### src/rtl/bcm_stdp_array.sv
// Multi-synapse trace-based STDP/BCM plasticity engine: N_SYN presynaptic channels onto one neuron.
// Optional triplet potentiation term (live slow trace o2) enabled by `define BCM_STDP_TRIPLET_EN.

// One saturating exponential-decay trace; decay floors at 1 so the trace settles at exactly 0.
module bcm_stdp_trace #(
  parameter int W     = 18,
  parameter int INC   = 1024,
  parameter int SHIFT = 3
) (
  input  logic                clk,
  input  logic                rst,
  input  logic                spike,
  input  logic                tick,
  output logic signed [W-1:0] t
);
  localparam logic signed [W+1:0] TMAX  = {3'b000, {(W-1){1'b1}}};
  localparam logic signed [W+1:0] INC_V = (W+2)'(INC);

  logic signed [W-1:0] dec, tn;
  logic signed [W+1:0] sum;

  always_comb begin
    dec = '0;
    if (tick) begin
      dec = t >>> SHIFT;
      if (dec == '0 && t != '0) dec = {{(W-1){1'b0}}, 1'b1};
    end
    sum = {{2{t[W-1]}}, t} - {{2{dec[W-1]}}, dec} + (spike ? INC_V : '0);
    if (sum[W+1])        tn = '0;
    else if (sum > TMAX) tn = TMAX[W-1:0];
    else                 tn = sum[W-1:0];
  end

  always_ff @(posedge clk) begin
    if (rst) t <= '0;
    else     t <= tn;
  end
endmodule

// Per-channel presynaptic trace plus weight with pair (and optional triplet) update.
module bcm_stdp_lane #(
  parameter int W         = 18,
  parameter int INC       = 1024,
  parameter int TAU_SHIFT = 3,
  parameter int AP        = 4,
  parameter int AM        = 5,
  parameter int TRIP_SH   = 14,
  parameter int W_INIT    = 4096,
  parameter int W_MIN     = 0,
  parameter int W_MAX     = 16384
) (
  input  logic                clk,
  input  logic                rst,
  input  logic                learn_en,
  input  logic                pre_edge,
  input  logic                post_edge,
  input  logic                tick,
  input  logic signed [W-1:0] o1,
`ifdef BCM_STDP_TRIPLET_EN
  input  logic signed [W-1:0] o2,
`endif
  output logic signed [W-1:0] w,
  output logic signed [W-1:0] r1,
  output logic                chg
);
  localparam logic signed [W+1:0] WLO    = (W+2)'(W_MIN);
  localparam logic signed [W+1:0] WHI    = (W+2)'(W_MAX);
  localparam logic signed [W-1:0] WINI_V = W'(W_INIT);

  logic signed [W-1:0] dp_pair, dm, wn;
  logic signed [W+1:0] dp, wsum;
`ifdef BCM_STDP_TRIPLET_EN
  logic signed [2*W-1:0] prod;
`endif

  bcm_stdp_trace #(.W(W), .INC(INC), .SHIFT(TAU_SHIFT)) u_r1 (
    .clk(clk), .rst(rst), .spike(pre_edge), .tick(tick), .t(r1)
  );

  // r1/o1/o2 here are the register outputs, i.e. the pre-spike trace values
  always_comb begin
    dp_pair = r1 >>> AP;
    dm      = o1 >>> AM;
    dp      = '0;
    if (post_edge) dp = {{2{dp_pair[W-1]}}, dp_pair};
`ifdef BCM_STDP_TRIPLET_EN
    prod = r1 * o2;
    if (post_edge) dp = dp + (W+2)'(prod >>> TRIP_SH);
`endif
    wsum = {{2{w[W-1]}}, w} + dp - (pre_edge ? {{2{dm[W-1]}}, dm} : '0);
    if (wsum < WLO)      wn = WLO[W-1:0];
    else if (wsum > WHI) wn = WHI[W-1:0];
    else                 wn = wsum[W-1:0];
    chg = learn_en && (wn != w);
  end

  always_ff @(posedge clk) begin
    if (rst)           w <= WINI_V;
    else if (learn_en) w <= wn;
  end
endmodule

module bcm_stdp_array #(
  parameter int N_SYN         = 4,
  parameter int W_WIDTH       = 18,
  parameter int FRAC          = 10,
  parameter int TRACE_INC     = 1024,
  parameter int TAU_SHIFT     = 3,
  parameter int DECAY_DIV     = 1,
  parameter int A_PLUS_SHIFT  = 4,
  parameter int A_MINUS_SHIFT = 5,
  parameter int W_INIT        = 4096,
  parameter int W_MIN         = 0,
  parameter int W_MAX         = 16384
) (
  input  logic                       clk,
  input  logic                       rst,
  input  logic                       learn_en,
  input  logic [N_SYN-1:0]           pre,
  input  logic                       post,
  output logic [N_SYN*W_WIDTH-1:0]   w_bus,
  output logic [N_SYN*W_WIDTH-1:0]   r1_bus,
  output logic [W_WIDTH-1:0]         o1,
  output logic [W_WIDTH-1:0]         o2,
  output logic                       upd_valid
);
  localparam logic [15:0] DIV_LAST = 16'(DECAY_DIV - 1);

  logic [N_SYN-1:0]          pre_q, pre_edge, chg;
  logic                      post_q, post_edge, tick;
  logic [15:0]               div_cnt;
  logic signed [W_WIDTH-1:0] o1_t;

  assign pre_edge  = pre & ~pre_q;
  assign post_edge = post & ~post_q;
  assign tick      = (div_cnt == DIV_LAST);

  always_ff @(posedge clk) begin
    if (rst) begin
      pre_q     <= '0;
      post_q    <= 1'b0;
      div_cnt   <= '0;
      upd_valid <= 1'b0;
    end else begin
      pre_q     <= pre;
      post_q    <= post;
      div_cnt   <= tick ? '0 : div_cnt + 16'd1;
      upd_valid <= |chg;
    end
  end

  bcm_stdp_trace #(.W(W_WIDTH), .INC(TRACE_INC), .SHIFT(TAU_SHIFT)) u_o1 (
    .clk(clk), .rst(rst), .spike(post_edge), .tick(tick), .t(o1_t)
  );
  assign o1 = o1_t;

`ifdef BCM_STDP_TRIPLET_EN
  logic signed [W_WIDTH-1:0] o2_t;
  bcm_stdp_trace #(.W(W_WIDTH), .INC(TRACE_INC), .SHIFT(TAU_SHIFT + 2)) u_o2 (
    .clk(clk), .rst(rst), .spike(post_edge), .tick(tick), .t(o2_t)
  );
  assign o2 = o2_t;
`else
  assign o2 = '0;
`endif

  for (genvar i = 0; i < N_SYN; i++) begin : g_lane
    bcm_stdp_lane #(
      .W(W_WIDTH), .INC(TRACE_INC), .TAU_SHIFT(TAU_SHIFT),
      .AP(A_PLUS_SHIFT), .AM(A_MINUS_SHIFT), .TRIP_SH(FRAC + A_PLUS_SHIFT),
      .W_INIT(W_INIT), .W_MIN(W_MIN), .W_MAX(W_MAX)
    ) u_lane (
      .clk(clk), .rst(rst), .learn_en(learn_en),
      .pre_edge(pre_edge[i]), .post_edge(post_edge), .tick(tick),
      .o1(o1_t),
`ifdef BCM_STDP_TRIPLET_EN
      .o2(o2_t),
`endif
      .w(w_bus[i*W_WIDTH +: W_WIDTH]),
      .r1(r1_bus[i*W_WIDTH +: W_WIDTH]),
      .chg(chg[i])
    );
  end
endmodule

### config.mk
export PLATFORM = sky130hd
export DESIGN_NAME = bcm_stdp_array
export DESIGN_NICKNAME = d
export VERILOG_FILES = /design/src/rtl/bcm_stdp_array.sv
export SDC_FILE = /design/constraint.sdc
export NUM_CORES = 1
export LEC_CHECK = 0
export CAP_MARGIN = 10
export CELL_PAD_IN_SITES_DETAIL_PLACEMENT = 0
export CELL_PAD_IN_SITES_GLOBAL_PLACEMENT = 1
export CORE_ASPECT_RATIO = 0.75
export CORE_MARGIN = 2
export CORE_UTILIZATION = 48
export DETAILED_ROUTE_END_ITERATION = 10
export GPL_TIMING_DRIVEN = 0
export PLACE_DENSITY = 0.85
export SETUP_SLACK_MARGIN = 0.5
export SLEW_MARGIN = 20
export SYNTH_ARGS = -nofsm -noshare
export SYNTH_HDL_FRONTEND = slang
export SYNTH_SLANG_ARGS = --single-unit
### constraint.sdc
create_clock -name clk -period 9.6 [get_ports clk]
set_input_delay 0.96 -clock clk [delete_from_list [all_inputs] [get_ports clk]]
set_output_delay 0.96 -clock clk [all_outputs]
set_load 0.02 [all_outputs]
==> impl_metrics.env <==
export IMPL_status="complete, no violations"
export IMPL_cp_required_ns=9.91
export IMPL_io_pins=189
export IMPL_whs_ns=0.470
export IMPL_synth_cell_types=85
export IMPL_met1_usage=0.453
export IMPL_cts_max_level=4
export IMPL_netlist_area_um2=20200
export IMPL_met2_usage=0.466
export IMPL_start_util=0.484
export IMPL_mostFrequentLayoutCell="nor2_1"
export IMPL_finalNonFillerCells=3424
export IMPL_finish_net_count=3174
export IMPL_worst_path_max_delay_cell="a2111oi_2"
export IMPL_synth_seq_cells=184
export IMPL_antenna_found_initial=5
export IMPL_skew_ns=0.0158
export IMPL_viasPerCell=5.87
export IMPL_rows=65
export IMPL_synth_ff_type="dfxtp_1"
export IMPL_grt_pass1_wl_um=106000
export IMPL_critPathLaunchType="primary input"
export IMPL_post_layout_total_power_uw=9660
export IMPL_tns_ns=0
export IMPL_async_flop_share=0
export IMPL_maxCapViolCount=0
export IMPL_portBuffers=169
export IMPL_wire_per_inst_um=20.1
export IMPL_die_w_um=241
export IMPL_ant_nets=0
export IMPL_max_slew_worst_pin_slew_ns=1.13
export IMPL_area_delta_synth_final_pct=15.1
export IMPL_timing_slew_headroom=0.247
export IMPL_clk_insertion_delay_late_ns=0.48
export IMPL_layout_drive_gt1_share=0.0326
export IMPL_tritoncts="done"
export IMPL_p_per_area_nw_per_um2=415
export IMPL_max_freq_mhz=125
export IMPL_multi_input_area_um2=15200
export IMPL_synth_edf_count=0
export IMPL_route_detailed_drc=0
export IMPL_track_usage=0.312
export IMPL_synth_warnings=0
export IMPL_leakage_uw=0.0102
export IMPL_clk_pin_slew_ns=0.08
export IMPL_die_height_um=182
export IMPL_cts_root_buffer="clkbuf_16"
export IMPL_firstDrtPassIters=6
export IMPL_n_fill_cell=4098
export IMPL_fin_crit_sh=0.831
export IMPL_hold_class="reg -> reg"
export IMPL_cts_hold_buf=0
export IMPL_endpoint_kind="flop"
export IMPL_syn_inst=2631
export IMPL_layout_common_cells="nor2_1, inv_1, nand2_1"
export IMPL_wl_um=68700
export IMPL_grt_overflow_total=0
export IMPL_grt_max_degree=18
export IMPL_path_common_cell="clkbuf_1"
export IMPL_cp_cell_sequence="clkdlybuf4s50_1 > nor2b_1 > clkbuf_1 > clkbuf_1 > nand2_1 > fa_1 > inv_1 > ha_1 > clkbuf_1 > and3_1 > clkbuf_1 > nand2_1 > a211oi_1 > o211ai_1 > a2bb2oi_1 > a2111oi_2 > and2_0 > clkbuf_1 > nand2b_1 > a2111oi_0 > nand4_1 > nor4_1 > a311oi_1"
export IMPL_maxSlewViolCount=0
export IMPL_die_area_um2=43800
export IMPL_syn_avg_cell_area_um2=7.69
export IMPL_drt_iter0_drc=1854
export IMPL_max_stage_delay_ns=0.65
export IMPL_seq_area_frac_synth=0.182
export IMPL_coreArea_um2=41800
export IMPL_ir_worst_vdd_mv=0.242
export IMPL_postCtsSetupBuffers=0
export IMPL_cts_repair_resized=0
export IMPL_fin_crit_ns=7.98
export IMPL_seqCellArea_um2=3680
export IMPL_max_clock_path_buffers=2
export IMPL_setup_viol=0
export IMPL_placed_cells=3391
export IMPL_cp_max_fo=10
export IMPL_worst_path_buf_inv=7
export IMPL_grt_busiest_layer="met2"
export IMPL_critPathTopFamily="buffers and inverters"
export IMPL_grt_pass1_vias=18700
export IMPL_gp_congestion=0.926
export IMPL_finalHoldViolations=0
export IMPL_path_class="in -> reg"
export IMPL_cts_made_buffers=17
export IMPL_cp_arrival_ns=8.28
export IMPL_route_vias_total=20100
export IMPL_met3_usage=0.0652
export IMPL_dp_hpwl_um=54900
export IMPL_rsz0062_at_grt="false"
export IMPL_clock_sinks=184
-- layout make-up --
class / instances / share of cell area
Clock inverter: 14 / 0.00591
Sequential cell: 184 / 0.158
Inverter: 260 / 0.0419
Clock buffer: 18 / 0.0184
Antenna cell: 1 / 0.000107
Multi-Input combinational cell: 2103 / 0.652
Buffer: 106 / 0.0203
Tap cell: 569 / 0.0306
Timing Repair Buffer: 169 / 0.0726
-- final timing paths --
path                                       startpoint                    end  slack [ns]  cells after the start
worst max register to register      post_q$_SDFF_PP0_   upd_valid$_SDFF_PP0_        2.43                     22
worst min register to register  div_cnt[0]$_SDFF_PP0_  div_cnt[0]$_SDFF_PP0_        0.47                      1
worst min-delay path            div_cnt[0]$_SDFF_PP0_  div_cnt[0]$_SDFF_PP0_        0.47                      1
worst max-delay path                             post   upd_valid$_SDFF_PP0_        1.62                     23
-- layer usage --
metal  up-vias  part of all wire
met5         -                 0
met4         0             0.026
met3        95             0.091
met2       835              0.42
met1      9509              0.46
li1       9672                 -
-- cells in the mapped netlist (7+ instances only) --
cell	count	area [µm²]
nor2b_1	25	156
o31a_1	9	78.8
or3_1	22	138
o21bai_1	13	97.6
a21o_1	47	353
a2111oi_0	12	105
nor2_1	277	1040
fa_1	82	1640
o211ai_1	37	278
nand3_1	74	370
xnor2_1	102	893
a22o_1	29	254
and3_1	38	238
o31ai_1	12	90.1
a211o_1	13	114
mux2i_1	12	120
o21a_1	48	360
nor4_1	30	188
buf_4	18	135
a21boi_0	7	52.6
xor2_1	42	368
a31o_2	8	70.1
nor3_1	57	285
inv_1	260	976
o21ai_0	106	531
nand4_1	23	144
a21oi_1	158	791
dfxtp_1	184	3680
and2_1	83	519
nand2b_1	24	150
or2_2	11	68.8
clkbuf_1	80	300
nand2_1	244	916
a31oi_1	19	119
a211oi_1	32	240
and4_1	8	70.1
a311oi_1	10	87.6
ha_1	243	3040
-- worst register-to-register path, cell delays in order, from the launching register on --
cell and delay (ns):
dfxtp_1 0.31, nor2b_1 0.16, clkbuf_1 0.60, clkbuf_1 0.54, nand2_1 0.19, fa_1 0.50
inv_1 0.04, ha_1 0.26, clkbuf_1 0.25, and3_1 0.21, clkbuf_1 0.24, nand2_1 0.14
a211oi_1 0.63, o211ai_1 0.23, a2bb2oi_1 0.18, a2111oi_2 0.65, and2_0 0.22, clkbuf_1 0.29
nand2b_1 0.12, a2111oi_0 0.55, nand4_1 0.16, nor4_1 0.31, a311oi_1 0.22
-- flip-flops by register name (all words and copies together) (netlist names) --
name / flops
g_lane.u_lane.w: 72
pre_q: 4
g_lane.u_lane.u_r1.t: 72
post_q: 1
upd_valid: 1
u_o1.t: 18
div_cnt: 16
-- cell families (layout without fill, tap and decap cells) --
group	after synthesis	count (layout)	share of synthesized area
adder cells (fa/ha/maj)	325	325	0.231
AO/OA/AOI/OAI	646	646	0.219
flip-flops	184	184	0.182
AND/OR/NAND/NOR	951	951	0.226
multiplexers	14	14	0.00705
buffers and inverters	366	567	0.0715
XOR/XNOR	144	144	0.0623
other	1	24	0.000185
-- stage by stage --
stage	setup WS (ns)	util	cell area (µm²)
4_1_cts	1.78	0.557	23300
6_report	1.62	0.557	23300
3_5_place_dp	1.28	0.544	22700
5_1_grt	1.29	0.557	23300
2_1_floorplan	3.83	-	20300
3_3_place_gp	1.43	0.544	22700
-- power by group --
part	total, µW	switching [µW]	internal [µW]	leakage [µW]
Sequential	1200	304	893	0.00149
Combinational	7730	4430	3310	0.00840
Clock	729	364	365	0.000279
Total	9660	5090	4570	0.0102
Note: power is estimated with default switching activity, not from simulation.
